**src/rtl/issue_rr_scheduler_pkg.sv**
```systemverilog
// issue_rr_scheduler_pkg: shared defaults and types for the issue-queue scheduler
//   DEF_ENTRIES   queue slots (power of two, >= 4)
//   DEF_TAG_W     physical-register tag width
//   DEF_PAYLOAD_W opaque micro-op payload width
//   SLOT_W        slot index width for the default queue depth
//   entry_t       per-slot state at default widths
package issue_rr_scheduler_pkg;
    localparam int DEF_ENTRIES = 16;
    localparam int DEF_TAG_W = 6;
    localparam int DEF_PAYLOAD_W = 32;
    localparam int SLOT_W = $clog2(DEF_ENTRIES);
    typedef struct packed {
        logic valid;
        logic [DEF_TAG_W-1:0] tag_a;
        logic rdy_a;
        logic [DEF_TAG_W-1:0] tag_b;
        logic rdy_b;
        logic [DEF_PAYLOAD_W-1:0] payload;
    } entry_t;
endpackage

```
**src/rtl/issue_rr_scheduler_if.sv**
```systemverilog
// issue_rr_scheduler_if: dispatch, wakeup and issue signals of the issue queue
//   disp_*  : dispatch request (valid/ready, two source tags with ready flags, payload)
//   cdb_*   : wakeup broadcast (valid, tag)
//   issue_* : selected entry (valid/accept, payload, slot index)
//   count   : registered occupancy
//   master  : dispatch/CDB/FU side; slave: the scheduler
interface issue_rr_scheduler_if
    import issue_rr_scheduler_pkg::*;
#(
    parameter int ENTRIES = DEF_ENTRIES,
    parameter int TAG_W = DEF_TAG_W,
    parameter int PAYLOAD_W = DEF_PAYLOAD_W
);
    localparam int IW = $clog2(ENTRIES);
    logic disp_valid;
    logic disp_ready;
    logic [TAG_W-1:0] disp_tag_a;
    logic disp_rdy_a;
    logic [TAG_W-1:0] disp_tag_b;
    logic disp_rdy_b;
    logic [PAYLOAD_W-1:0] disp_payload;
    logic cdb_valid;
    logic [TAG_W-1:0] cdb_tag;
    logic issue_valid;
    logic issue_accept;
    logic [PAYLOAD_W-1:0] issue_payload;
    logic [IW-1:0] issue_slot;
    logic [IW:0] count;
    modport master (
        output disp_valid, disp_tag_a, disp_rdy_a, disp_tag_b, disp_rdy_b, disp_payload,
        output cdb_valid, cdb_tag, issue_accept,
        input disp_ready, issue_valid, issue_payload, issue_slot, count
    );
    modport slave (
        input disp_valid, disp_tag_a, disp_rdy_a, disp_tag_b, disp_rdy_b, disp_payload,
        input cdb_valid, cdb_tag, issue_accept,
        output disp_ready, issue_valid, issue_payload, issue_slot, count
    );
endinterface

```
**src/rtl/issue_rr_scheduler_rr_select.sv**
```systemverilog
// rr_select: combinational rotating-priority picker
//   req       : request vector
//   ptr       : highest-priority index this cycle
//   found     : any request present
//   grant_oh  : one-hot grant
//   grant_idx : index of the grant (first request at or after ptr, wrapping)
module rr_select
    import issue_rr_scheduler_pkg::*;
#(
    parameter int N = DEF_ENTRIES,
    localparam int W = $clog2(N)
) (
    input  logic [N-1:0] req,
    input  logic [W-1:0] ptr,
    output logic         found,
    output logic [N-1:0] grant_oh,
    output logic [W-1:0] grant_idx
);
    // Scan from the farthest offset back to ptr so the nearest request wins;
    // N is a power of two so the W-bit add wraps modulo N for free.
    always_comb begin
        found = |req;
        grant_idx = '0;
        grant_oh = '0;
        for (int i = N - 1; i >= 0; i--) begin
            if (req[ptr + W'(i)]) grant_idx = ptr + W'(i);
        end
        grant_oh[grant_idx] = found;
    end
endmodule

```
**src/rtl/issue_rr_scheduler.sv**
```systemverilog
// issue_rr_scheduler: issue queue with CDB wakeup and round-robin select
//   clk, rst : clock, synchronous active-high reset
//   stall    : freeze dispatch and issue; wakeup still captured
//   flush    : discard all entries
//   bus      : dispatch / wakeup / issue handshake (slave side)
module issue_rr_scheduler
    import issue_rr_scheduler_pkg::*;
#(
    parameter int ENTRIES = DEF_ENTRIES,
    parameter int TAG_W = DEF_TAG_W,
    parameter int PAYLOAD_W = DEF_PAYLOAD_W
) (
    input logic clk,
    input logic rst,
    input logic stall,
    input logic flush,
    issue_rr_scheduler_if.slave bus
);
    localparam int IW = $clog2(ENTRIES);
    localparam int CW = IW + 1;
    logic [ENTRIES-1:0] valid, rdy_a, rdy_b, cand, grant_oh;
    logic [TAG_W-1:0] tag_a [ENTRIES];
    logic [TAG_W-1:0] tag_b [ENTRIES];
    logic [PAYLOAD_W-1:0] payload [ENTRIES];
    logic [IW-1:0] ptr, sel, free_slot;
    logic [CW-1:0] count;
    logic found, disp_fire, issue_fire, byp_a, byp_b;
    assign cand = valid & rdy_a & rdy_b;
    assign bus.disp_ready = (count != CW'(ENTRIES)) & !stall & !flush;
    assign bus.issue_valid = found & !stall & !flush;
    assign bus.issue_payload = payload[sel];
    assign bus.issue_slot = sel;
    assign bus.count = count;
    assign disp_fire = bus.disp_valid & bus.disp_ready;
    assign issue_fire = bus.issue_valid & bus.issue_accept;
    // A source whose producer broadcasts in the dispatch cycle would otherwise miss its wakeup.
    assign byp_a = bus.cdb_valid && bus.disp_tag_a == bus.cdb_tag;
    assign byp_b = bus.cdb_valid && bus.disp_tag_b == bus.cdb_tag;
    rr_select #(.N(ENTRIES)) u_select (
        .req(cand),
        .ptr(ptr),
        .found(found),
        .grant_oh(grant_oh),
        .grant_idx(sel)
    );
    always_comb begin
        free_slot = '0;
        for (int i = ENTRIES - 1; i >= 0; i--) begin
            if (!valid[i]) free_slot = IW'(i);
        end
    end
    // Operand storage is not reset: valid gates every use of it.
    always_ff @(posedge clk) begin
        for (int i = 0; i < ENTRIES; i++) begin
            if (bus.cdb_valid && valid[i] && tag_a[i] == bus.cdb_tag) rdy_a[i] <= 1'b1;
            if (bus.cdb_valid && valid[i] && tag_b[i] == bus.cdb_tag) rdy_b[i] <= 1'b1;
        end
        if (disp_fire) begin
            tag_a[free_slot] <= bus.disp_tag_a;
            tag_b[free_slot] <= bus.disp_tag_b;
            rdy_a[free_slot] <= bus.disp_rdy_a | byp_a;
            rdy_b[free_slot] <= bus.disp_rdy_b | byp_b;
            payload[free_slot] <= bus.disp_payload;
        end
    end
    always_ff @(posedge clk) begin
        if (rst || flush) begin
            valid <= '0;
            ptr <= '0;
            count <= '0;
        end else begin
            valid <= (valid & ~(issue_fire ? grant_oh : '0)) | (ENTRIES'(disp_fire) << free_slot);
            if (issue_fire) ptr <= sel + IW'(1);
            count <= count + CW'(disp_fire) - CW'(issue_fire);
        end
    end
endmodule

```
**src/flat_wrapper.sv**
```systemverilog
// flat-port wrapper written by rule: the top's interface ports become plain ports
module issue_rr_scheduler_flat import issue_rr_scheduler_pkg::*;
#(
    parameter int ENTRIES = DEF_ENTRIES,
    parameter int TAG_W = DEF_TAG_W,
    parameter int PAYLOAD_W = DEF_PAYLOAD_W
)
  (clk, rst, stall, flush, bus_disp_valid, bus_disp_tag_a, bus_disp_rdy_a, bus_disp_tag_b, bus_disp_rdy_b, bus_disp_payload, bus_cdb_valid, bus_cdb_tag, bus_issue_accept, bus_disp_ready, bus_issue_valid, bus_issue_payload, bus_issue_slot, bus_count);
  issue_rr_scheduler_if #(.ENTRIES(ENTRIES), .TAG_W(TAG_W), .PAYLOAD_W(PAYLOAD_W)) bus_i ();
  input logic clk;
  input logic rst;
  input logic stall;
  input logic flush;
  input wire logic [$bits(bus_i.disp_valid)-1:0] bus_disp_valid;
  input wire logic [$bits(bus_i.disp_tag_a)-1:0] bus_disp_tag_a;
  input wire logic [$bits(bus_i.disp_rdy_a)-1:0] bus_disp_rdy_a;
  input wire logic [$bits(bus_i.disp_tag_b)-1:0] bus_disp_tag_b;
  input wire logic [$bits(bus_i.disp_rdy_b)-1:0] bus_disp_rdy_b;
  input wire logic [$bits(bus_i.disp_payload)-1:0] bus_disp_payload;
  input wire logic [$bits(bus_i.cdb_valid)-1:0] bus_cdb_valid;
  input wire logic [$bits(bus_i.cdb_tag)-1:0] bus_cdb_tag;
  input wire logic [$bits(bus_i.issue_accept)-1:0] bus_issue_accept;
  output wire logic [$bits(bus_i.disp_ready)-1:0] bus_disp_ready;
  output wire logic [$bits(bus_i.issue_valid)-1:0] bus_issue_valid;
  output wire logic [$bits(bus_i.issue_payload)-1:0] bus_issue_payload;
  output wire logic [$bits(bus_i.issue_slot)-1:0] bus_issue_slot;
  output wire logic [$bits(bus_i.count)-1:0] bus_count;
  assign bus_i.disp_valid = bus_disp_valid;
  assign bus_i.disp_tag_a = bus_disp_tag_a;
  assign bus_i.disp_rdy_a = bus_disp_rdy_a;
  assign bus_i.disp_tag_b = bus_disp_tag_b;
  assign bus_i.disp_rdy_b = bus_disp_rdy_b;
  assign bus_i.disp_payload = bus_disp_payload;
  assign bus_i.cdb_valid = bus_cdb_valid;
  assign bus_i.cdb_tag = bus_cdb_tag;
  assign bus_i.issue_accept = bus_issue_accept;
  assign bus_disp_ready = bus_i.disp_ready;
  assign bus_issue_valid = bus_i.issue_valid;
  assign bus_issue_payload = bus_i.issue_payload;
  assign bus_issue_slot = bus_i.issue_slot;
  assign bus_count = bus_i.count;
  issue_rr_scheduler #(.ENTRIES(ENTRIES), .TAG_W(TAG_W), .PAYLOAD_W(PAYLOAD_W)) u_core (.clk(clk), .rst(rst), .stall(stall), .flush(flush), .bus(bus_i));
endmodule
```
**config.mk**
```make
export PLATFORM = sky130hd
export DESIGN_NAME = issue_rr_scheduler_flat
export DESIGN_NICKNAME = d
export VERILOG_FILES = /design/src/rtl/issue_rr_scheduler_pkg.sv /design/src/rtl/issue_rr_scheduler_if.sv /design/src/rtl/issue_rr_scheduler_rr_select.sv /design/src/rtl/issue_rr_scheduler.sv /design/src/flat_wrapper.sv
export SDC_FILE = /design/constraint.sdc
export NUM_CORES = 1
export LEC_CHECK = 0
export ABC_AREA = 0
export CORE_ASPECT_RATIO = 2
export CORE_MARGIN = 4
export CORE_UTILIZATION = 32
export CTS_BUF_LIST = sky130_fd_sc_hd__clkbuf_8
export DETAILED_ROUTE_END_ITERATION = 6
export PLACE_DENSITY = 0.56
export REMOVE_ABC_BUFFERS = 1
export SETUP_SLACK_MARGIN = 0.15
export SLEW_MARGIN = 30
export SYNTH_ARGS = -nofsm -noshare
export SYNTH_HDL_FRONTEND = slang
export SYNTH_SLANG_ARGS = --single-unit
```
**constraint.sdc**
```tcl
create_clock -name clk -period 7 [get_ports clk]
set_clock_uncertainty 0.05 [all_clocks]
set_input_delay 1.75 -clock clk [delete_from_list [all_inputs] [get_ports clk]]
set_output_delay 1.75 -clock clk [all_outputs]
set_load 0.02 [all_outputs]
```
* Word level (Yosys, flattened, before mapping)
Memories as Yosys holds them, arrays and structs flattened.
Cells that the tools add are included.
** Storage, ports and cells
- Bits in registers :: 57
- Logic and storage cells :: 259
- Bits of input ports :: 59
- Output and inout bits :: 43
- Bits in writable memories :: 704
- Memories kept :: 3
** Memories
- u_core.payload :: words 16, width 32, read ports 1, clocked after Yosys merged registers in 0, write ports 1, RTL line issue_rr_scheduler.sv:24 : logic [PAYLOAD_W-1:0] payload [ENTRIES];
- u_core.tag_a :: words 16, width 6, read ports 16, clocked after Yosys merged registers in 0, write ports 1, RTL line issue_rr_scheduler.sv:22 : logic [TAG_W-1:0] tag_a [ENTRIES];
- u_core.tag_b :: words 16, width 6, read ports 16, clocked after Yosys merged registers in 0, write ports 1, RTL line issue_rr_scheduler.sv:23 : logic [TAG_W-1:0] tag_b [ENTRIES];
** Operators by class
- Reductions and logical operators :: 56
- Shift-type cells :: 1
- Bitwise logic cells :: 14
- Mux-type cells :: 107
- Equality and inequality tests :: 35
- Order comparisons :: 20
- Add/subtract/negate cells :: 18
** Operators by type and width (number)
- 6-bit == test :: 34
- 4-bit 2-to-1 mux :: 32
- 4-bit by 5-bit less-than comparator with 1-bit output, second input constant :: 18
- 16-bit AND :: 4
- 1-bit binary-select mux with 4-bit select :: 16
- 1-bit logical AND :: 52
- 1-bit 2-to-1 mux :: 52
- 16-bit 2-to-1 mux :: 3
- 4-bit adder, second input constant :: 8
- 16-bit bitwise mux :: 2
- 4-bit by 3-bit adder with 4-bit output, second input constant :: 4
- 16-bit inverter :: 1
- 16-bit OR :: 1
- 16-bit OR reduction :: 1
- 1-bit by 4-bit left shift with 16-bit output :: 1
- 4-bit by 1-bit adder with 4-bit output, second input constant :: 2
- 4-bit by 2-bit adder with 4-bit output, second input constant :: 2
- 1-bit demux with 4-bit select :: 2
- 4-bit by 1-bit greater-or-equal comparator with 1-bit output, second input constant :: 2
- 1-bit AND :: 6
- 5-bit by 1-bit adder with 5-bit output :: 1
- 5-bit inequality test, second input constant :: 1
- 5-bit by 1-bit subtractor with 5-bit output :: 1
- 1-bit logical NOT :: 2
- 2 further kinds :: 3

* Depth between registers and ports, before layout
Gate-level depths: netlist of run 1.
- Depth in word-level cells :: 29
- Mapped depth :: 20
- Depth with buffers taken out :: 16

* Modules after synthesis
Synthesis of run 1 repeated with hierarchy kept, for this count alone.
** Unflattened totals
- Cell total of the unflattened synthesis :: 1819
- Area, all modules :: 32763.9 µm²
** Modules (own cells, without submodules)
- issue_rr_scheduler :: area each 30067.6 µm², instances 1, cells each 1500
- rr_select :: area each 2696.3 µm², instances 1, cells each 319

* Least setup slack after synthesis of run 1
Ideal clock, no wire load.
- Path type :: reg2out
- From :: register u_core.ptr[1]
- To :: output bus_issue_payload[10]
- Path slack :: 0.678 ns
- Stages on the path, launching flop included :: 17
- Data arrival time :: 4.522 ns
- Cells stage by stage :: dfxtp_1 inv_2 buf_2 ha_1 xnor2_2 mux4_2 and3_1 a311oi_4 nand3_1 a22o_1 a221o_1 a31oi_4 or3_1 buf_4 buf_2 a221oi_1 or4_1
** On the way
- Longest elaborated chain between the ends :: 20
- Elaborated cells between the ends (all ways) :: 64
- Those cells by class :: add/sub (15); mux (48); memory (1)
** RTL lines
- start: declaration :: RTL line issue_rr_scheduler.sv:25 : logic [IW-1:0] ptr, sel, free_slot;
- start signal: assignment :: RTL line issue_rr_scheduler.sv:73 : if (issue_fire) ptr <= sel + IW'(1);
- 4-bit adder :: RTL line issue_rr_scheduler_rr_select.sv:26 : if (req[ptr + W'(i)]) grant_idx = ptr + W'(i);
- 1-bit binary-select mux with 4-bit select :: RTL line issue_rr_scheduler_rr_select.sv:26
- 1-bit 2-to-1 mux (not written as such) :: RTL line issue_rr_scheduler_rr_select.sv:26
- 4-bit 2-to-1 mux (15 in a row) :: RTL line issue_rr_scheduler_rr_select.sv:26
- 4-bit 2-to-1 mux * :: RTL line issue_rr_scheduler_rr_select.sv:26
- via bus_issue_slot[1] :: RTL line flat_wrapper.sv:26 : output wire logic [$bits(bus_i.issue_slot)-1:0] bus_issue_slot;
- memory read 16 x 32 bit *
- end: declaration :: RTL line flat_wrapper.sv:25 : output wire logic [$bits(bus_i.issue_payload)-1:0] bus_issue_payload;
Mark *: on every way through the listed nets, which the timed path passes. The rest lies on a longest branch. The select of a mux whose other input is x is not followed.

* Worst setup path in the final report of run 1
- From :: register u_core.ptr[1]
- To :: output bus_issue_payload[12]
** On the way
- Longest elaborated chain between the ends :: 20
- Elaborated cells between the ends (all ways) :: 64
- Those cells by class :: add/sub (15); mux (48); memory (1)
** RTL lines (RTL line)
- 4-bit adder :: issue_rr_scheduler_rr_select.sv:26
- 1-bit binary-select mux with 4-bit select :: issue_rr_scheduler_rr_select.sv:26
- 1-bit 2-to-1 mux (not written as such) :: issue_rr_scheduler_rr_select.sv:26
- 4-bit 2-to-1 mux (15 in a row) :: issue_rr_scheduler_rr_select.sv:26
- 4-bit 2-to-1 mux * :: issue_rr_scheduler_rr_select.sv:26
- memory read 16 x 32 bit *
Every way passes the cells marked *; elsewhere a longest branch is shown, timed or not. The select of a mux whose other input is x is not followed.

==> out/metrics.cfg, run 1 <==
[logic_synthesis]
synth-edff-count = 704
syn_inst = 2782
ys_types = 88
yosys_register_bits = 761
syn_avg_cell_area_um2 = 13.0
ys_async_sr_fraction = 0
synth_warnings = 0
ys_seq_area_frac = 0.618
synthesis.area_um2 = 36100
ys.flop_type = edfxtp_1

[pwr]
leakage_nw = 16.9
power.density_nw_per_um2 = 194
worst_ir_drop_vdd_mv = 0.137
power_mw = 9.13

[status]
violations = setup timing
status = finished with violations

[final_layout]
drive_gt1_frac = 0.311
fin_cells = 4761
final_common_cell = edfxtp_1
syn_to_final_growth_pct = 30.3
layout_common_cells = edfxtp_1 (704), buf_4 (261), nand2_1 (170)
layout.nets = 3248
nFillCells = 10200
regArea_um2 = 22300
multiInputGateArea_um2 = 14500

[worst_setup_path]
cp_slowest_stage_delay_ns = 0.56
end_kind = output pin
path_cells = inv_6 > ha_4 > buf_12 > buf_8 > nand4b_1 > nand4_1 > nand4_1 > buf_4 > mux2_4 > buf_6 > o41a_1 > buf_6 > o21a_4 > buf_12 > clkbuf_16 > a311oi_2 > a221oi_2 > or4_4 > buf_6
timing.critical_path.mode_cell = buf_6
slowest_stage = or4_4
required_ns = 5.20
crit_arrival_ns = 5.36
r2r_cells = 24
critPathMaxFanout = 8
startpoint_type = flip-flop
crit_type = reg -> out

[placement]
pre_cts_slack_ns = -0.0916
dpl.hpwl_um = 78700
place_inst = 4393
port_buffers = 101
gp_congestion = 0.958

[global_route]
grt_max_degree = 51
grt_pass1_vias = 27500
antenna_found_initial = 8
grt_pass1_wl_um = 190000
grt_overflow_total = 0
grtUsageTotal = 0.217

[clocking]
h-tree-depth = 3
clock-root-buffer = clkbuf_8
cts.sinks = 761
holdBufCountCts = 0
numCtsBuffers = 107
cts_tree = yes
cts.clk_slew.worst_paths_ns = 0.07
clock_latency_ns = 0.78
cts_buffer_depth = 3

[route]
wl_per_cell_um = 28.9
vias = 27600
drtIter0Drc = 2236
routed_wl_um = 137000
dr.pass1.iters = 6
final_antenna_net_count = 0
avgViaCountPerCell = 5.80
drcViolationCount = 0

[die]
rows = 174
die_x_um = 245
start_util = 0.322
ios = 102
fp.dieH_um = 483
core_area_um2 = 112000
die-area_um2 = 119000

[worst_hold_path]
hold_depth = 2
hold_class = reg -> reg

[sta]
relSlewSlack = 0.336
finalCritPeriodShare = 1.02
tightest_slew_ns = 0.996
fin_ws_ns = -0.157
tns_ns = -2.66
setup_violations = 31
report.final.slew_viol_count = 0
rsz0062_at_grt = yes
fin_crit_ns = 7.16
fmax_mhz = 140
final_hold_viol_count = 0

[flow_run]
cap_violations = 0

## through the flow
step | cell area [um2] | util | hold WS (ns)
finish | 47000 | 0.419 | 0.533
CTS | 45200 | 0.403 | 0.519
global placement | 40400 | 0.360 | 0.497
global route | 47000 | 0.419 | 0.550
floorplan | 35000 | - | 0.450
detailed placement | 40400 | 0.360 | 0.503
## kinds of logic after synthesis
group / Yosys count / synth area share
flops: 761 / 0.618
buf+inv: 285 / 0.0342
compound gates: 728 / 0.155
fa+ha+maj: 14 / 0.00506
simple gates: 708 / 0.108
xor+xnor: 223 / 0.0553
mux: 63 / 0.0242
## Yosys cell counts, drive strengths merged, types with 3 or more instances
master	instances	area (um2)
a311o	4	40.0
nor2	38	143
edfxtp	704	21100
o2111ai	24	210
a21oi	180	905
and3	148	926
nand4	48	307
o41ai	5	43.8
a22oi	3	22.5
nor3	22	110
o311ai	3	26.3
o22ai	5	31.3
o211a	6	60.1
buf	85	482
a2111oi	5	75.1
nand3	26	130
a221oi	125	1090
mux4	18	405
mux2	6	67.6
nand2	183	687
a31oi	12	90.1
a31o	125	1090
o21a	3	22.5
ha	13	163
inv	45	169
nor4	38	238
or4	43	323
o31ai	3	22.5
o211ai	11	82.6
nand4b	4	35.0
xnor2	80	723
and2b	8	60.1
mux2i	39	402
clkbuf	155	582
xor2	143	1270
or3	7	43.8
and2	4	25.0
a21boi	4	30.0
a211oi	9	72.6
dfxtp	57	1140
a311oi	127	1150
nor2b	125	782
a41oi	20	175
o21ai	34	174
or2	7	43.8
## path summary, 6_finish.rpt
path | slack [ns] | to | start
max reg2reg | 2.19 | u_core.valid[7] | u_core.ptr[2]
max | -0.16 | bus_issue_payload[12] | u_core.ptr[1]
min reg2reg | 0.53 | u_core.rdy_b[5] | u_core.rdy_b[5]
min | 0.53 | u_core.rdy_b[5] | u_core.rdy_b[5]
## registers in the layout, indices dropped and copies added (netlist names)
| register | count |
|---|---|
| u_core.bus.count | 5 |
| u_core.payload | 512 |
| u_core.ptr | 4 |
| u_core.rdy_a | 16 |
| u_core.rdy_b | 16 |
| u_core.tag_a | 96 |
| u_core.tag_b | 96 |
| u_core.valid | 16 |
## worst max-delay path, delay by kind of cell, from the launching register on
family	cells	cell delay [ns]
and+or+nand+nor	4	1.07
DFF	1	0.38
buffers and inverters	9	1.35
AOI/OAI and AO/OA	4	1.17
adders and majority gates	1	0.26
muxes	1	0.31
## layout make-up
class / count / area share
clock inverters: 82 / 0.0101
inverters: 45 / 0.00426
multi-input cells: 1739 / 0.309
clock buffers: 113 / 0.0331
well taps: 1496 / 0.0398
flip-flops and latches: 761 / 0.474
diodes: 4 / 0.000213
repair buffers: 521 / 0.129
## routing by layer
| layer | share of wire | routed length [um] | track usage | up-vias |
|---|---|---|---|---|
| met2 | 0.52 | 71600 | 0.398 | 1188 |
| met5 | 0.00062 | 85 | 0 | - |
| met3 | 0.055 | 7560 | 0.0316 | 412 |
| met4 | 0.069 | 9420 | 0.128 | 12 |
| li1 | - | - | - | 11900 |
| met1 | 0.35 | 48800 | 0.238 | 14200 |
## power breakdown
| group | internal, mW | switching [mW] |
|---|---|---|
| sequential | 4.97 | 0.0134 |
| clock | 1.64 | 1.75 |
| combinational | 0.328 | 0.423 |
## what timing repair did
action                     CTS  global route
hold endpoints to repair     0             0
setup buffers               82            48
cloned                      24            15
gates resized for setup    416           206
setup endpoints to repair   35            33
pin swaps                   87            91
(Power assumes the default switching activity.)
==> run 2, diff against run 1 <==
- SETUP_SLACK_MARGIN: 0.15 -> default
==> run 2 against run 1 <==
Against the previous run:
- worst hold slack about the same
- the run still ends with setup timing left
- core utilization decreased by 0.50 points
- critical path type unchanged
- critical path depth unchanged
- sequential power about the same
- largest cell class unchanged
- non-clock buffer count decreased by 30
- critical endpoint is now bus_issue_payload[16]
- worst setup slack improved by 0.036 ns
==> out/metrics.cfg, run 2 (synthesis gave the netlist of run 1 again) <==
[status]
status = finished with violations
violations = setup timing

[worst_setup_path]
cp_slowest_stage_delay_ns = 0.54  ; -0.02 ns
critPathMaxFanout = 8  ; unchanged
path_cells = inv_6 > ha_4 > buf_12 > nand4_1 > o2111ai_2 > nand4_1 > buf_4 > mux2i_4 > buf_4 > o21ba_1 > a22o_1 > a221o_1 > a31oi_4 > or3_4 > buf_12 > buf_12 > a221oi_1 > or4_4 > buf_6
r2r_cells = 21  ; -13%
crit_type = reg -> out
cp_num_cells = 19  ; unchanged
timing.critical_path.mode_cell = buf_12
end_kind = output pin
path_delay_family = compound AO/OA/AOI/OAI gates
startpoint_type = flip-flop
crit_arrival_ns = 5.32  ; -0.04 ns
required_ns = 5.20  ; about the same
slowest_stage = or4_4
cp_num_buf_inv = 7  ; -2

[clocking]
cts_tree = yes
cts.clk_slew.worst_paths_ns = 0.07  ; about the same
cts_buffer_depth = 3  ; unchanged
holdBufCountCts = 0  ; unchanged
h-tree-depth = 3  ; unchanged
numCtsBuffers = 107  ; unchanged
cts.sinks = 761  ; unchanged
clock-root-buffer = clkbuf_8
clock_latency_ns = 0.78  ; about the same

[route]
routed_wl_um = 135000  ; -1.7%
avgViaCountPerCell = 5.79  ; -0.26%
wl_per_cell_um = 28.6  ; -1.1%
drtIter0Drc = 2190  ; -2.1%
final_antenna_net_count = 0  ; unchanged
vias = 27400  ; -0.93%
drcViolationCount = 0  ; unchanged
dr.pass1.iters = 6  ; unchanged

[global_route]
grt_pass1_wl_um = 188000  ; -1.0%
grt_max_degree = 51  ; unchanged
grtUsageTotal = 0.215  ; -0.00245
antenna_found_initial = 9  ; +1
grt_pass1_vias = 27400  ; -0.56%
grt_overflow_total = 0  ; unchanged

[final_layout]
largest_register_ffs = 512  ; unchanged
layout.nets = 3218  ; -0.92%
final_common_cell = edfxtp_1
largest_registers = u_core.payload: 512 flops, u_core.tag_a: 96 flops, u_core.tag_b: 96 flops
drive_gt1_frac = 0.301  ; -0.00980
final_cell_area_um2 = 46400  ; -1.2%
syn_to_final_growth_pct = 28.7
largest-register = u_core.payload
nFillCells = 10300  ; +0.39%
layout_common_cells = edfxtp_1 (704), buf_4 (258), nand2_1 (172)

[die]
ios = 102  ; unchanged
die_x_um = 245  ; unchanged
fp.dieH_um = 483  ; unchanged
core_area_um2 = 112000  ; unchanged
die-area_um2 = 119000  ; unchanged
rows = 174  ; unchanged
start_util = 0.322  ; unchanged

[worst_hold_path]
hold_class = reg -> reg
hold_depth = 2  ; unchanged

[placement]
pre_cts_slack_ns = -0.0916  ; unchanged
gp_congestion = 0.958  ; unchanged
dpl.hpwl_um = 78700  ; unchanged
port_buffers = 101  ; unchanged
place_area_um2 = 40400  ; unchanged

[pwr]
power.density_nw_per_um2 = 196  ; +0.83%
internal_power_mw = 6.93  ; -0.20%
total_switching_power_mw = 2.16  ; -0.94%
p_comb_frac = 0.080  ; -0.002
power_mw = 9.09  ; -0.38%
seqPwrFrac = 0.548  ; +0.002
p_clk_frac = 0.372  ; about the same
leakage_nw = 16.7  ; -1.7%
worst_ir_drop_vdd_mv = 0.138  ; +0.34%
p_sw_frac = 0.238  ; -0.00136

[sta]
fin_ws_ns = -0.121  ; +0.0362 ns
finalCritPeriodShare = 1.02  ; -0.00518
setup_violations = 31  ; unchanged
rsz0062_at_grt = yes
final_hold_viol_count = 0  ; unchanged
fmax_mhz = 140  ; +0.51%
holdWs_ns = 0.533  ; +0.00000800 ns
report.final.slew_viol_count = 0  ; unchanged
relSlewSlack = 0.338  ; +0.00189
tightest_slew_ns = 0.993  ; -0.00284 ns
tns_ns = -2.17  ; +0.492 ns
fin_crit_ns = 7.12  ; -0.0362 ns

[flow_run]
cap_violations = 0  ; unchanged

run 2: changes by cell type in the layout (fill, tap and decap cells not counted), moves of 3 or more:
cell,previous run,this run
buf_16,26,19
buf_6,72,65
o2111ai_1,16,21
a221oi_2,42,45
a311oi_4,22,27
buf_12,63,58
buf_8,10,3
buf_4,261,258
a311oi_1,23,26
o2111ai_2,8,3
a311oi_2,82,74
run 2: what timing repair did:
| action | CTS | global route |
|---|---|---|
| cloned | 19 | 16 |
| pin swaps | 68 | 87 |
| setup buffers | 75 | 37 |
| hold endpoints to repair | 0 | 0 |
| setup endpoints to repair | 35 | 33 |
| resized for setup | 383 | 191 |
run 2: worst paths after layout:
kind	start	endpoint	slack [ns]
max	u_core.ptr[1]	bus_issue_payload[16]	-0.12
min	u_core.rdy_b[5]	u_core.rdy_b[5]	0.53
max reg2reg	u_core.ptr[1]	u_core.valid[7]	2.35
min reg2reg	u_core.rdy_b[5]	u_core.rdy_b[5]	0.53
run 2: worst min-delay path: cells and delay by family, from the launching register on:
| family | cells | cell delay, ns |
|---|---|---|
| AO/OA/AOI/OAI | 1 | 0.10 |
| flip-flops | 1 | 0.37 |
| AND/OR/NAND/NOR | 1 | 0.07 |
run 2: stage by stage:
step | util | cells
2_1_floorplan | - | 2542
5_1_grt | 0.414 | 4728
3_3_place_gp | 0.360 | 4393
3_5_place_dp | 0.360 | 4393
4_1_cts | 0.400 | 4682
6_report | 0.414 | 4729
run 2: layout make-up:
class                           instances  area [um2]  share of cell area
Sequential cell                       761       22300               0.480
Multi-Input combinational cell       1739       14500               0.312
Timing Repair Buffer                  491        5540               0.119
Tap cell                             1496        1870              0.0403
Clock buffer                          113        1560              0.0335
Clock inverter                         82         474              0.0102
Inverter                               45         198             0.00426
Antenna cell                            2        5.00            0.000108
run 2: routing by layer:
layer,global-route usage,share of wire,routed length (um),vias to the layer above
met5,0,0.00082,111,-
met4,0.123,0.069,9370,16
met3,0.0313,0.053,7100,399
met2,0.393,0.52,70500,1130
met1,0.236,0.36,48000,14000
li1,-,-,-,11800
run 2: power by group through the flow:
stage | Combinational [mW] | Clock (mW) | Sequential, mW
after CTS | 0.662 | 3.45 | 4.99
after floorplan | 0.286 | 0 | 5.08
after global placement | 0.588 | 0 | 5.08
final | 0.727 | 3.38 | 4.99
after global routing | 0.767 | 3.64 | 4.98
after detailed placement | 0.592 | 0 | 5.08
==> RTL edit: new RTL, settings of run 2 <==
The package constant `DEF_TAG_W` goes from 6 to 7.
--- a/src/rtl/issue_rr_scheduler_pkg.sv
+++ b/src/rtl/issue_rr_scheduler_pkg.sv
@@ -8,3 +8,3 @@
     localparam int DEF_ENTRIES = 16;
-    localparam int DEF_TAG_W = 6;
+    localparam int DEF_TAG_W = 7;
     localparam int DEF_PAYLOAD_W = 32;
Ports: changed (resized bus_cdb_tag, bus_disp_tag_a and bus_disp_tag_b); port bits go from 102 to 105. The function was not compared with the original's and may differ.
==> RTL edit against run 2 <==
  * Clock power increased by 7.1%
  * Final cell count fell by 8.4%
  * Sequential cell count rose by 32
  * Core utilization down 1.8 points
  * Wire length fell by 11%
  * Total power increased by 1.5%
  * Count of clock-buffer cells in the layout grew 1
  * Design area down 8.5%
  * Setup slack improved by 230 ps
  * First-iteration DRC count fell by 2.7%
  * Synthesized area decreased by 3.9%
  * Worst hold slack worse by 11 ps
  * Largest cell class unchanged
  * Largest power group unchanged
==> RTL edit: results (changes against run 2) <==
Status
  – Outcome: completed

Clock network
  – CTS clk-pin slew, worst paths: 70 ps (about the same)
  – Max Root-Sink Buffers: 3 (unchanged)
  – Root Buffer: clkbuf_8
  – Resize count post-CTS: 185 (-52%)
  – CTS buffer count: 107 (unchanged)
  – Clock latency on the worst-skew pair: 810 ps (+30 ps)
  – Post-CTS Repair Setup Buffers: 31 (-59%)

Placed design
  – Dpl cell area: 38,790 um^2 (-4.0%)
  – Port buffer count: 104 (+3.0%)
  – Placed Cells: 4,068 (-7.4%)
  – GP Congestion: 0.9893 (+3.3%)
  – HPWL Detailed: 76.12 mm (-3.3%)
  – Placement Setup Slack: -123.8 ps (-32.18 ps)

Synth
  – Synth Warn #: 0 (unchanged)
  – Top cells by area, synth: edfxtp_1 64%, xor2_1 6.2%, nand3_1 4.0%
  – #FFs+latches synth: 793 (+4.2%)
  – Mean Syn Cell Area: 13.52 um^2 (+4.3%)
  – Post-synthesis sequential area ratio: 67.02% (+5.3 points)
  – Post-synth top cells: 736 x edfxtp_1, 279 x nand3_1, 244 x xor2_1, 170 x nand2_1, 160 x o21ai_0
  – Post-synth cell types: 78 (-11%)
  – Number of synthesized flops with an enable pin: 736 (+4.5%)
  – Async set-reset flop share out of synthesis: 0% (unchanged)

Finish
  – Sequential Area: 23,260 um^2 (+4.3%)
  – Sequential share of cell area: 54.73% (+6.7 points)
  – Buffering overhead: 9.222% (-2.7 points)
  – N_diodes: 4 (+2)
  – Fraction of standard cell area in multi-input logic: 26.52% (-4.7 points)
  – Multi-input logic cell count: 1,565 (-10%)
  – Top Registers: u_core.payload (512), u_core.tag_a (112), u_core.tag_b (112)
  – Share of layout cells above drive strength 1: 21.68% (-8.5 points)
  – Logic inverters: 31 (-31%)
  – Non-clk bufs: 372 (-24%)
  – Nets: 2,946 (-8.5%)
  – Fillcell total: 9,910 (-3.7%)
  – Clock Buffer Count: 114 (+0.88%)
  – Final clock-cell share: 5.111% (+0.74 points)
  – Final Non-Filler Cells: 4,332 (-8.4%)

Global route
  – Vias in the first global route: 25,240 (-7.8%)
  – First-pass GRT wire length: 171.6 mm (-8.7%)
  – Largest net degree at the start of global routing: 63 (+24%)
  – Initial antenna violation count: 6 (-3)
  – Total GRT Usage: 20.60% (-0.89 points)

Pwr
  – Maximum vdd drop: 0.0001331 V (-3.3%)
  – P_sw: 2.056 mW (-5.0%)
  – Leakage: 14.51 nW (-13%)

Setup path
  – Crit path max fanout: 40 (+32)
  – Crit path largest cell delay: 580 ps (+40 ps)
  – WP data arrival: 5090 ps (-230 ps)
  – Crit path max-delay family: multiplexers
  – Slowest cell on crit path: mux4_2

Drt
  – 1st-pass router iterations: 6 (unchanged)
  – DRT Wirelength: 120.8 mm (-11%)
  – Iter 0 DRT Violations: 2,130 (-2.7%)
  – Vias after detailed routing: 24,380 (-11%)

Floorplan
  – Site Rows: 170 (-2.3%)

Timing
  – Worst slew margin: 28.20% (-5.6 points)

Min path
  – Hold Crit Class: register to register
RTL edit: cell count changes in the layout (fill, tap and decap cells not counted), moves of 45 or more:
cell,run 2,this run
a21oi_1,170,51
a221oi_1,80,1
a221oi_2,45,0
a311oi_2,74,0
a31o_2,84,1
and3_1,144,32
buf_4,258,200
buf_6,65,10
nand3_1,21,262
nor2b_1,124,1
o21ai_0,29,157
xnor2_1,73,7
xor2_1,140,240
RTL edit: metal layers:
metal / wire (um) / track usage (%)
met5: 26 / 0
met4: 10310 / 14.80
met3: 6470 / 3.003
met2: 63080 / 37.07
met1: 40960 / 21.70
RTL edit: path summary, 6_finish.rpt:
kind / from / to / slack [ps] / cells past startpoint
setup / recovery: u_core.rdy_a[10] / bus_issue_payload[0] / 110 / 16
hold / removal: u_core.rdy_b[7] / u_core.rdy_b[7] / 520 / 2
setup reg to reg: u_core.ptr[1] / u_core.valid[4] / 2600 / 21
hold reg to reg: u_core.rdy_b[7] / u_core.rdy_b[7] / 520 / 2
RTL edit: cells by family after synthesis:
| logic type | after synthesis | synth area share (%) |
|---|---|---|
| buffers and inverters | 208 | 2.525 |
| adder cells (fa/ha/maj) | 14 | 0.5268 |
| multiplexers | 125 | 4.261 |
| AO/OA/AOI/OAI | 467 | 9.124 |
| XOR/XNOR | 257 | 6.512 |
| AND/OR/NAND/NOR | 701 | 10.03 |
| flip-flops | 793 | 67.02 |
RTL edit: power groups by stage:
stage	Combinational, mW	Clock [mW]	Sequential (mW)
after floorplan	0.137	0	5.30
after global placement	0.398	0	5.30
after detailed placement	0.404	0	5.30
after CTS	0.412	3.70	5.20
after global routing	0.440	3.90	5.19
final	0.414	3.62	5.20
